## src/rtl/fetch_unit_if.sv

```systemverilog
// Fetch unit bus interface.
// Bundles the rom port and the decode-side valid/ready port of the fetch stage.
//   fetch_en       : issue enable
//   rom_address    : address driven to the synchronous rom
//   rom_data       : rom word, valid one cycle after the address is sampled
//   branch_valid   : one-cycle redirect request
//   branch_target  : redirect target PC
//   instr_valid    : fetched word available to decode
//   instr_ready    : decode accepts when instr_valid & instr_ready
//   instr          : fetched instruction word
//   instr_pc       : address the word was fetched from
// Modports: master = fetch unit side, slave = rom/decode/control side.
interface fetch_unit_if #(
    parameter int ADDR_WIDTH = 8,
    parameter int DATA_WIDTH = 16
);
    logic                  fetch_en;
    logic [ADDR_WIDTH-1:0] rom_address;
    logic [DATA_WIDTH-1:0] rom_data;
    logic                  branch_valid;
    logic [ADDR_WIDTH-1:0] branch_target;
    logic                  instr_valid;
    logic                  instr_ready;
    logic [DATA_WIDTH-1:0] instr;
    logic [ADDR_WIDTH-1:0] instr_pc;

    modport master (
        input  fetch_en, rom_data, branch_valid, branch_target, instr_ready,
        output rom_address, instr_valid, instr, instr_pc
    );

    modport slave (
        output fetch_en, rom_data, branch_valid, branch_target, instr_ready,
        input  rom_address, instr_valid, instr, instr_pc
    );
endinterface

```

## src/rtl/fetch_unit.sv

```systemverilog
// Instruction fetch stage in front of a 1-cycle synchronous rom.
// Holds the PC, issues one rom read per cycle, captures the returned word and
// hands it to decode over valid/ready. A single-entry skid buffer absorbs the
// word that is already in flight when decode stalls, so no word is lost.
// Ports:
//   clock   : rising-edge clock
//   reset_n : asynchronous active-low reset
//   bus     : fetch_unit_if.master (rom port, redirect, decode handshake)
module fetch_unit #(
    parameter int                    ADDR_WIDTH = 8,
    parameter int                    DATA_WIDTH = 16,
    parameter logic [ADDR_WIDTH-1:0] RESET_PC   = 8'h00
) (
    input  logic          clock,
    input  logic          reset_n,
    fetch_unit_if.master  bus
);

    typedef enum logic [1:0] {
        IDLE  = 2'd0,
        RUN   = 2'd1,
        STALL = 2'd2
    } state_t;

    localparam logic [ADDR_WIDTH-1:0] PC_ONE = {{(ADDR_WIDTH-1){1'b0}}, 1'b1};

    state_t                state_r;
    logic [ADDR_WIDTH-1:0] pc_r;
    logic [ADDR_WIDTH-1:0] req_pc_r;
    logic                  inflight_r;
    logic                  out_valid_r;
    logic [DATA_WIDTH-1:0] out_instr_r;
    logic [ADDR_WIDTH-1:0] out_pc_r;
    logic                  skid_valid_r;
    logic [DATA_WIDTH-1:0] skid_instr_r;
    logic [ADDR_WIDTH-1:0] skid_pc_r;

    logic issue_s;
    logic accept_s;

    // Decode consumes the output word this cycle.
    assign accept_s = out_valid_r & bus.instr_ready;

    // Stop issuing once the in-flight word would need the skid while it is
    // already claimed; this bounds outstanding words to output + skid.
    assign issue_s = bus.fetch_en & ~skid_valid_r
                   & ~(out_valid_r & ~bus.instr_ready & inflight_r)
                   & ~bus.branch_valid;

    assign bus.rom_address = pc_r;
    assign bus.instr_valid = out_valid_r;
    assign bus.instr       = out_instr_r;
    assign bus.instr_pc    = out_pc_r;

    // PC, in-flight tracking, output/skid registers and control FSM.
    always_ff @(posedge clock or negedge reset_n) begin
        if (!reset_n) begin
            state_r      <= IDLE;
            pc_r         <= RESET_PC;
            req_pc_r     <= '0;
            inflight_r   <= 1'b0;
            out_valid_r  <= 1'b0;
            out_instr_r  <= '0;
            out_pc_r     <= '0;
            skid_valid_r <= 1'b0;
            skid_instr_r <= '0;
            skid_pc_r    <= '0;
        end else if (bus.branch_valid) begin
            // Redirect wins; any same-cycle handshake has already consumed
            // the output word, so flushing valid loses nothing accepted.
            pc_r         <= bus.branch_target;
            inflight_r   <= 1'b0;
            skid_valid_r <= 1'b0;
            out_valid_r  <= 1'b0;
            state_r      <= RUN;
        end else begin
            if (issue_s) begin
                pc_r     <= pc_r + PC_ONE;
                req_pc_r <= pc_r;
            end
            inflight_r <= issue_s;

            if (accept_s) begin
                // Skid holds the older word, so it always drains first.
                if (skid_valid_r) begin
                    out_instr_r  <= skid_instr_r;
                    out_pc_r     <= skid_pc_r;
                    skid_valid_r <= 1'b0;
                end else if (inflight_r) begin
                    out_instr_r <= bus.rom_data;
                    out_pc_r    <= req_pc_r;
                end else begin
                    out_valid_r <= 1'b0;
                end
            end else if (inflight_r) begin
                if (!out_valid_r) begin
                    out_instr_r <= bus.rom_data;
                    out_pc_r    <= req_pc_r;
                    out_valid_r <= 1'b1;
                end else begin
                    skid_instr_r <= bus.rom_data;
                    skid_pc_r    <= req_pc_r;
                    skid_valid_r <= 1'b1;
                end
            end

            case (state_r)
                IDLE: begin
                    if (issue_s) begin
                        state_r <= RUN;
                    end else begin
                        state_r <= IDLE;
                    end
                end
                RUN: begin
                    if (!bus.fetch_en && !inflight_r && !skid_valid_r) begin
                        state_r <= IDLE;
                    end else if (inflight_r && out_valid_r && !bus.instr_ready) begin
                        state_r <= STALL;
                    end else begin
                        state_r <= RUN;
                    end
                end
                STALL: begin
                    if (accept_s) begin
                        state_r <= RUN;
                    end else begin
                        state_r <= STALL;
                    end
                end
                default: begin
                    state_r <= IDLE;
                end
            endcase
        end
    end

endmodule

```

## src/flat_wrapper.sv

```systemverilog
// flat-port wrapper written by rule: the top's interface ports become plain ports
module fetch_unit_flat 
#(
    parameter int                    ADDR_WIDTH = 8,
    parameter int                    DATA_WIDTH = 16,
    parameter logic [ADDR_WIDTH-1:0] RESET_PC   = 8'h00
)
  (clock, reset_n, bus_fetch_en, bus_rom_data, bus_branch_valid, bus_branch_target, bus_instr_ready, bus_rom_address, bus_instr_valid, bus_instr, bus_instr_pc);
  fetch_unit_if #(.ADDR_WIDTH(ADDR_WIDTH), .DATA_WIDTH(DATA_WIDTH)) bus_i ();
  input  logic clock;
  input  logic reset_n;
  input wire logic [$bits(bus_i.fetch_en)-1:0] bus_fetch_en;
  input wire logic [$bits(bus_i.rom_data)-1:0] bus_rom_data;
  input wire logic [$bits(bus_i.branch_valid)-1:0] bus_branch_valid;
  input wire logic [$bits(bus_i.branch_target)-1:0] bus_branch_target;
  input wire logic [$bits(bus_i.instr_ready)-1:0] bus_instr_ready;
  output wire logic [$bits(bus_i.rom_address)-1:0] bus_rom_address;
  output wire logic [$bits(bus_i.instr_valid)-1:0] bus_instr_valid;
  output wire logic [$bits(bus_i.instr)-1:0] bus_instr;
  output wire logic [$bits(bus_i.instr_pc)-1:0] bus_instr_pc;
  assign bus_i.fetch_en = bus_fetch_en;
  assign bus_i.rom_data = bus_rom_data;
  assign bus_i.branch_valid = bus_branch_valid;
  assign bus_i.branch_target = bus_branch_target;
  assign bus_i.instr_ready = bus_instr_ready;
  assign bus_rom_address = bus_i.rom_address;
  assign bus_instr_valid = bus_i.instr_valid;
  assign bus_instr = bus_i.instr;
  assign bus_instr_pc = bus_i.instr_pc;
  fetch_unit #(.ADDR_WIDTH(ADDR_WIDTH), .DATA_WIDTH(DATA_WIDTH), .RESET_PC(RESET_PC)) u_core (.clock(clock), .reset_n(reset_n), .bus(bus_i));
endmodule
```

## config.mk

```make
export PLATFORM = sky130hd
export DESIGN_NAME = fetch_unit_flat
export DESIGN_NICKNAME = d
export VERILOG_FILES = /design/src/rtl/fetch_unit_if.sv /design/src/rtl/fetch_unit.sv /design/src/flat_wrapper.sv
export SDC_FILE = /design/constraint.sdc
export NUM_CORES = 1
export LEC_CHECK = 0
export ABC_AREA = 0
export CORE_MARGIN = 3
export CORE_UTILIZATION = 40
export DETAILED_ROUTE_END_ITERATION = 7
export GPL_TIMING_DRIVEN = 0
export SYNTH_ARGS = -nofsm -noshare
export SYNTH_HDL_FRONTEND = slang
export SYNTH_SLANG_ARGS = --single-unit
```

## constraint.sdc

```tcl
create_clock -name clock -period 4.9 [get_ports clock]
set_input_delay 0.98 -clock clock [delete_from_list [all_inputs] [get_ports clock]]
set_output_delay 0.98 -clock clock [all_outputs]
set_load 0.01 [all_outputs]
```

== Word level (Yosys, flattened, before mapping) ==
Cells that the tools add are included.

* RAM bits: 0
* Memories: 0
* Register bits: 67
* Output and inout port bits: 33
* Bits in latches: 0
* ROM bits: 0
* Bits of input ports: 29

* Add/sub/neg operators: 1
* Multiplexer cells: 22
* Bitwise logic cells: 11
* Equality and inequality tests: 3
* Div/mod/pow operators: 0
* Shifts and indexed selects: 0
* Order comparisons: 0
* $mul: 0
* Reductions and logical operators: 10

{| class="wikitable"
|+ Operators by type and width
! kind !! count
|-
| 2-to-1 mux 16 bit || 5
|-
| 2-to-1 mux 8 bit || 7
|-
| 2-to-1 mux 1 bit || 10
|-
| adder 8 x 1 -> 8 bit (second input constant) || 1
|-
| AND reduction 4 bit || 2
|-
| AND 1 bit || 6
|-
| != test 3 bit (second input constant) || 2
|-
| nonzero test 2 bit || 3
|-
| nonzero test 3 bit || 2
|-
| NOT 1 bit || 5
|-
| AND reduction 2 bit || 2
|-
| AND reduction 3 bit || 1
|-
| != test 2 bit (second input constant) || 1
|}

== Logic depth before layout (Yosys ltp) ==
* Depth after elaboration: 8
* Gate-level depth with buffers: 6

== Worst setup path before layout ==
Ideal clock, no wire load.

* Path kind: input -> register
* Start point: input port bus_instr_ready
* End point: register u_core.skid_instr_r[0]
* Library setup time: 0.125 ns
* Stages on the path: 4
* Path slack: 2.775 ns
* Arrival time: 2.000 ns
* Buffers on the path: 1
* Path through: nand3b_1 -> nor2_1 -> buf_4 -> mux2_2

* Word-level cells in the longest chain between the ends: 3

{| class="wikitable"
|+ RTL lines
! item !! line !! RTL
|-
| start, declared || flat_wrapper.sv:16 || <nowiki>input wire logic [$bits(bus_i.instr_ready)-1:0] bus_instr_ready;</nowiki>
|-
| AND 1 bit || fetch_unit.sv:42 || <nowiki>assign accept_s = out_valid_r & bus.instr_ready;</nowiki>
|-
| NOT 1 bit (no source line) || n/a ||
|-
| AND reduction 4 bit (no source line) || n/a ||
|-
| end signal, assigned || fetch_unit.sv:101 || <nowiki>skid_instr_r <= bus.rom_data;</nowiki>
|-
| end, declared || fetch_unit.sv:35 || <nowiki>logic [DATA_WIDTH-1:0] skid_instr_r;</nowiki>
|}

Every way passes these cells.
A chain may end at the register's enable or synchronous reset.

== Final worst setup path ==
* Start point: input port bus_instr_ready
* End point: register u_core.skid_pc_r[3]

* Word-level cells in the longest chain between the ends: 3

{| class="wikitable"
|+ RTL lines
! item !! line !! RTL
|-
| AND 1 bit || fetch_unit.sv:42 ||
|-
| NOT 1 bit (no source line) || n/a ||
|-
| AND reduction 4 bit (no source line) || n/a ||
|-
| end signal, assigned || fetch_unit.sv:102 || <nowiki>skid_pc_r <= req_pc_r;</nowiki>
|-
| end, declared || fetch_unit.sv:36 || <nowiki>logic [ADDR_WIDTH-1:0] skid_pc_r;</nowiki>
|}

Every way passes these cells.

==> results.json <==
{
  "syn_inst": 219,
  "wl_per_cell_um": 15.70,
  "netlist.area_leader.share_pct": 55.19,
  "drv_slew": 0,
  "critPathArrivalTime_ns": 2.91,
  "grt_pass1_vias": 2112,
  "cts_resized": 0,
  "timing.final.crit_period_ns": 2.698,
  "finalHoldViolations": 0,
  "yosys-top-cells-area": "dfrtp_1 55%, mux2_2 29%, a31oi_1 1.2%",
  "cap_violations": 0,
  "reg2reg_slack_ns": 2.94,
  "cts-root-buf": "clkbuf_8",
  "final_net_count": 321,
  "drc_errors": 0,
  "yosysWarnings": 0,
  "cp_slowest_cell": "clkdlybuf4s50_1",
  "reg2reg_depth": 5,
  "cts_buffers": 9,
  "cp_num_buf_inv": 2,
  "relSlewSlack_pct": 44.09,
  "instances_no_fill": 393,
  "fillCellCount": 677,
  "grt_setup_unrepaired": "false",
  "initial_core_util_pct": 41.66,
  "hp-start": "u_core.bus.instr[4]",
  "routabilityCongestion": 0.7691,
  "synth.most_common_cell": "mux2_2",
  "portBuffers": 61,
  "ys_seq_elements": 67,
  "synth.top_cells.by_count": "78 x mux2_2, 67 x dfrtp_1, 8 x nor2_1, 6 x a31oi_1, 6 x nand3_1",
  "place_ws_ns": 1.841,
  "placed_cells": 379,
  "synth_ff_type": "dfrtp_1",
  "critPathMaxStageDelay_ns": 0.50,
  "setup_viol": 0,
  "hold_depth": 1,
  "grt_antenna_before_repair": 0,
  "grt_overflow": 0,
  "start_kind": "input port",
  "core_area_mm2": 0.007292,
  "powerDensity_mw_per_mm2": 391.5,
  "hold_end": "u_core.bus.instr[4]",
  "diodes": 0,
  "setup_ws_ns": 2.202,
  "synth_area_leader_cell": "dfrtp_1",
  "wl_um": 6169,
  "path_class": "input port to flop",
  "leakagePower_nw": 1.649,
  "end_kind": "flop",
  "syn_area_per_cell_um2": 13.87,
  "max-vdd-ir-drop_mv": 0.1913,
  "die_w_um": 93.15,
  "grt_max_degree": 68,
  "worstPathCellList": "clkdlybuf4s50_1 -> nand3b_1 -> nor2_1 -> buf_4 -> mux2_2",
  "synth_nets": 249,
  "tns_ns": 0,
  "clock-sinks": 67,
  "timing.final.crit_share_pct": 55.07,
  "ys_types": 36,
  "tightest_slew_ns": 0.8387,
  "cts_tree": "built",
  "r2r_end": "u_core.skid_pc_r[3]",
  "die_y_um": 93.15,
  "cts_setup_buffers": 0,
  "synthArstFlopShare_pct": 100.0,
  "clockBufferDepth": 2,
  "areaGrowthSynthToFinish_pct": 30.07,
  "ios": 62,
  "dpl.hpwl_um": 4205,
  "hold_class": "flop to flop",
  "finClkSkew_ns": 0.006720,
  "first_pass_iters": 4,
  "antenna_left": 0,
  "run_status": "completed",
  "clk_latency_ns": 0.33,
  "die_area_mm2": 0.008677,
  "synth_edf_count": 0,
  "num_vias": 2045,
  "syn-cell-area_mm2": 0.003038,
  "grt_pass1_wl_um": 10430,
  "first_iter_violations": 58,
  "r2r_start": "u_core.bus.instr_valid",
  "grt_use_total_pct": 15.59,
  "required_ns": 5.11,
  "fmax_mhz": 370.6,
  "cp_max_fo": 10,
  "routed_via_density": 5.204,
  "cp_top_family": "buffers and inverters",
  "hold_buffers": 0,
  "yosysSeqAreaShare_pct": 55.19,
  "clkTransAtPathRegs_ns": 0.06,
  "cts_max_level": 3,
  "drive_above_1_share_pct": 35.71,
  "row_count": 31
}
-- sequential cells by signal, summed over array words and instances (netlist names) --
signal                  count
u_core.bus.rom_address      8
u_core.inflight_r           1
u_core.req_pc_r             8
u_core.skid_pc_r            8
u_core.bus.instr_pc         8
u_core.bus.instr           16
u_core.skid_instr_r        16
u_core.skid_valid_r         1
u_core.bus.instr_valid      1
-- through the flow --
step | power (mW) | cell area [um2] | hold WS [ns] | utilization (%)
global placement | 1.123 | 3772 | 0.4848 | 51.73
CTS | 1.575 | 3951 | 0.5074 | 54.19
floorplan | 0.9194 | 3038 | 0.4693 | -
detailed placement | 1.133 | 3770 | 0.4921 | 51.70
finish | 1.547 | 3951 | 0.5033 | 54.19
global route | 1.641 | 3951 | 0.5262 | 54.19
-- area by class of cell --
type                       instances  area (um2)  share of cell area, %
clock inverter                     3       40.04                  1.013
inverter                           2       7.507                 0.1900
sequential                        67        1677                  42.43
buffer                            11       62.56                  1.583
timing repair buffer              61       608.1                  15.39
tap                               99       123.9                  3.135
multi-input combinational        139        1291                  32.68
clock buffer                      11       141.4                  3.578
-- routing by layer --
metal | up-vias | global-route usage, % | share of wire (%)
met5 | - | 0 | 0
met4 | 0 | 7.326 | 1.8
met3 | 10 | 3.379 | 5.0
met2 | 57 | 23.82 | 47
met1 | 1025 | 21.16 | 46
li1 | 953 | - | -
-- where the power goes --
part           internal (mW)  switching [mW]  leakage, nW  total, mW
combinational          0.243           0.130        0.732      0.373
clock                  0.242           0.191       0.0950      0.433
sequential             0.671          0.0708        0.822      0.741
total                   1.16           0.392         1.65       1.55
-- layout by cell type, fill, tap and decap left out, types with 2 or more instances in the layout --
cell type / instances
buf_2: 5
nand3b_1: 2
mux2_1: 2
nor2b_1: 3
mux2_2: 78
a21oi_1: 3
clkbuf_1: 2
o21ai_0: 3
clkdlybuf4s50_1: 60
nand3_1: 6
clkinv_2: 2
buf_4: 5
a31oi_1: 6
or4_1: 4
o31ai_1: 3
nand4_1: 2
dfrtp_1: 67
nand2b_1: 2
inv_1: 2
clkbuf_8: 10
nor2_1: 8
-- cells by family (layout without fill, tap and decap cells) --
| group | Yosys count | after routing | synth area share, % |
|---|---|---|---|
| AOI/OAI and AO/OA | 19 | 19 | 4.036 |
| buffers and inverters | 13 | 88 | 2.306 |
| DFF | 67 | 67 | 55.19 |
| adders and majority gates | 1 | 1 | 0.4118 |
| and+or+nand+nor | 39 | 39 | 8.402 |
| muxes | 80 | 80 | 29.65 |
-- how the worst max path moves through the flow --
| stage | from | to | depth (start not counted) |
|---|---|---|---|
| global placement | reset_n | u_core.skid_instr_r[13] | 1 |
| detailed placement | bus_instr_ready | u_core.skid_pc_r[3] | 5 |
| CTS | bus_instr_ready | u_core.skid_pc_r[3] | 5 |
| floorplan | bus_instr_ready | u_core.skid_instr_r[0] | 4 |
| global route | bus_instr_ready | u_core.skid_pc_r[0] | 5 |
| finish | bus_instr_ready | u_core.skid_pc_r[3] | 5 |
Power figures use the tool's default switching activity.
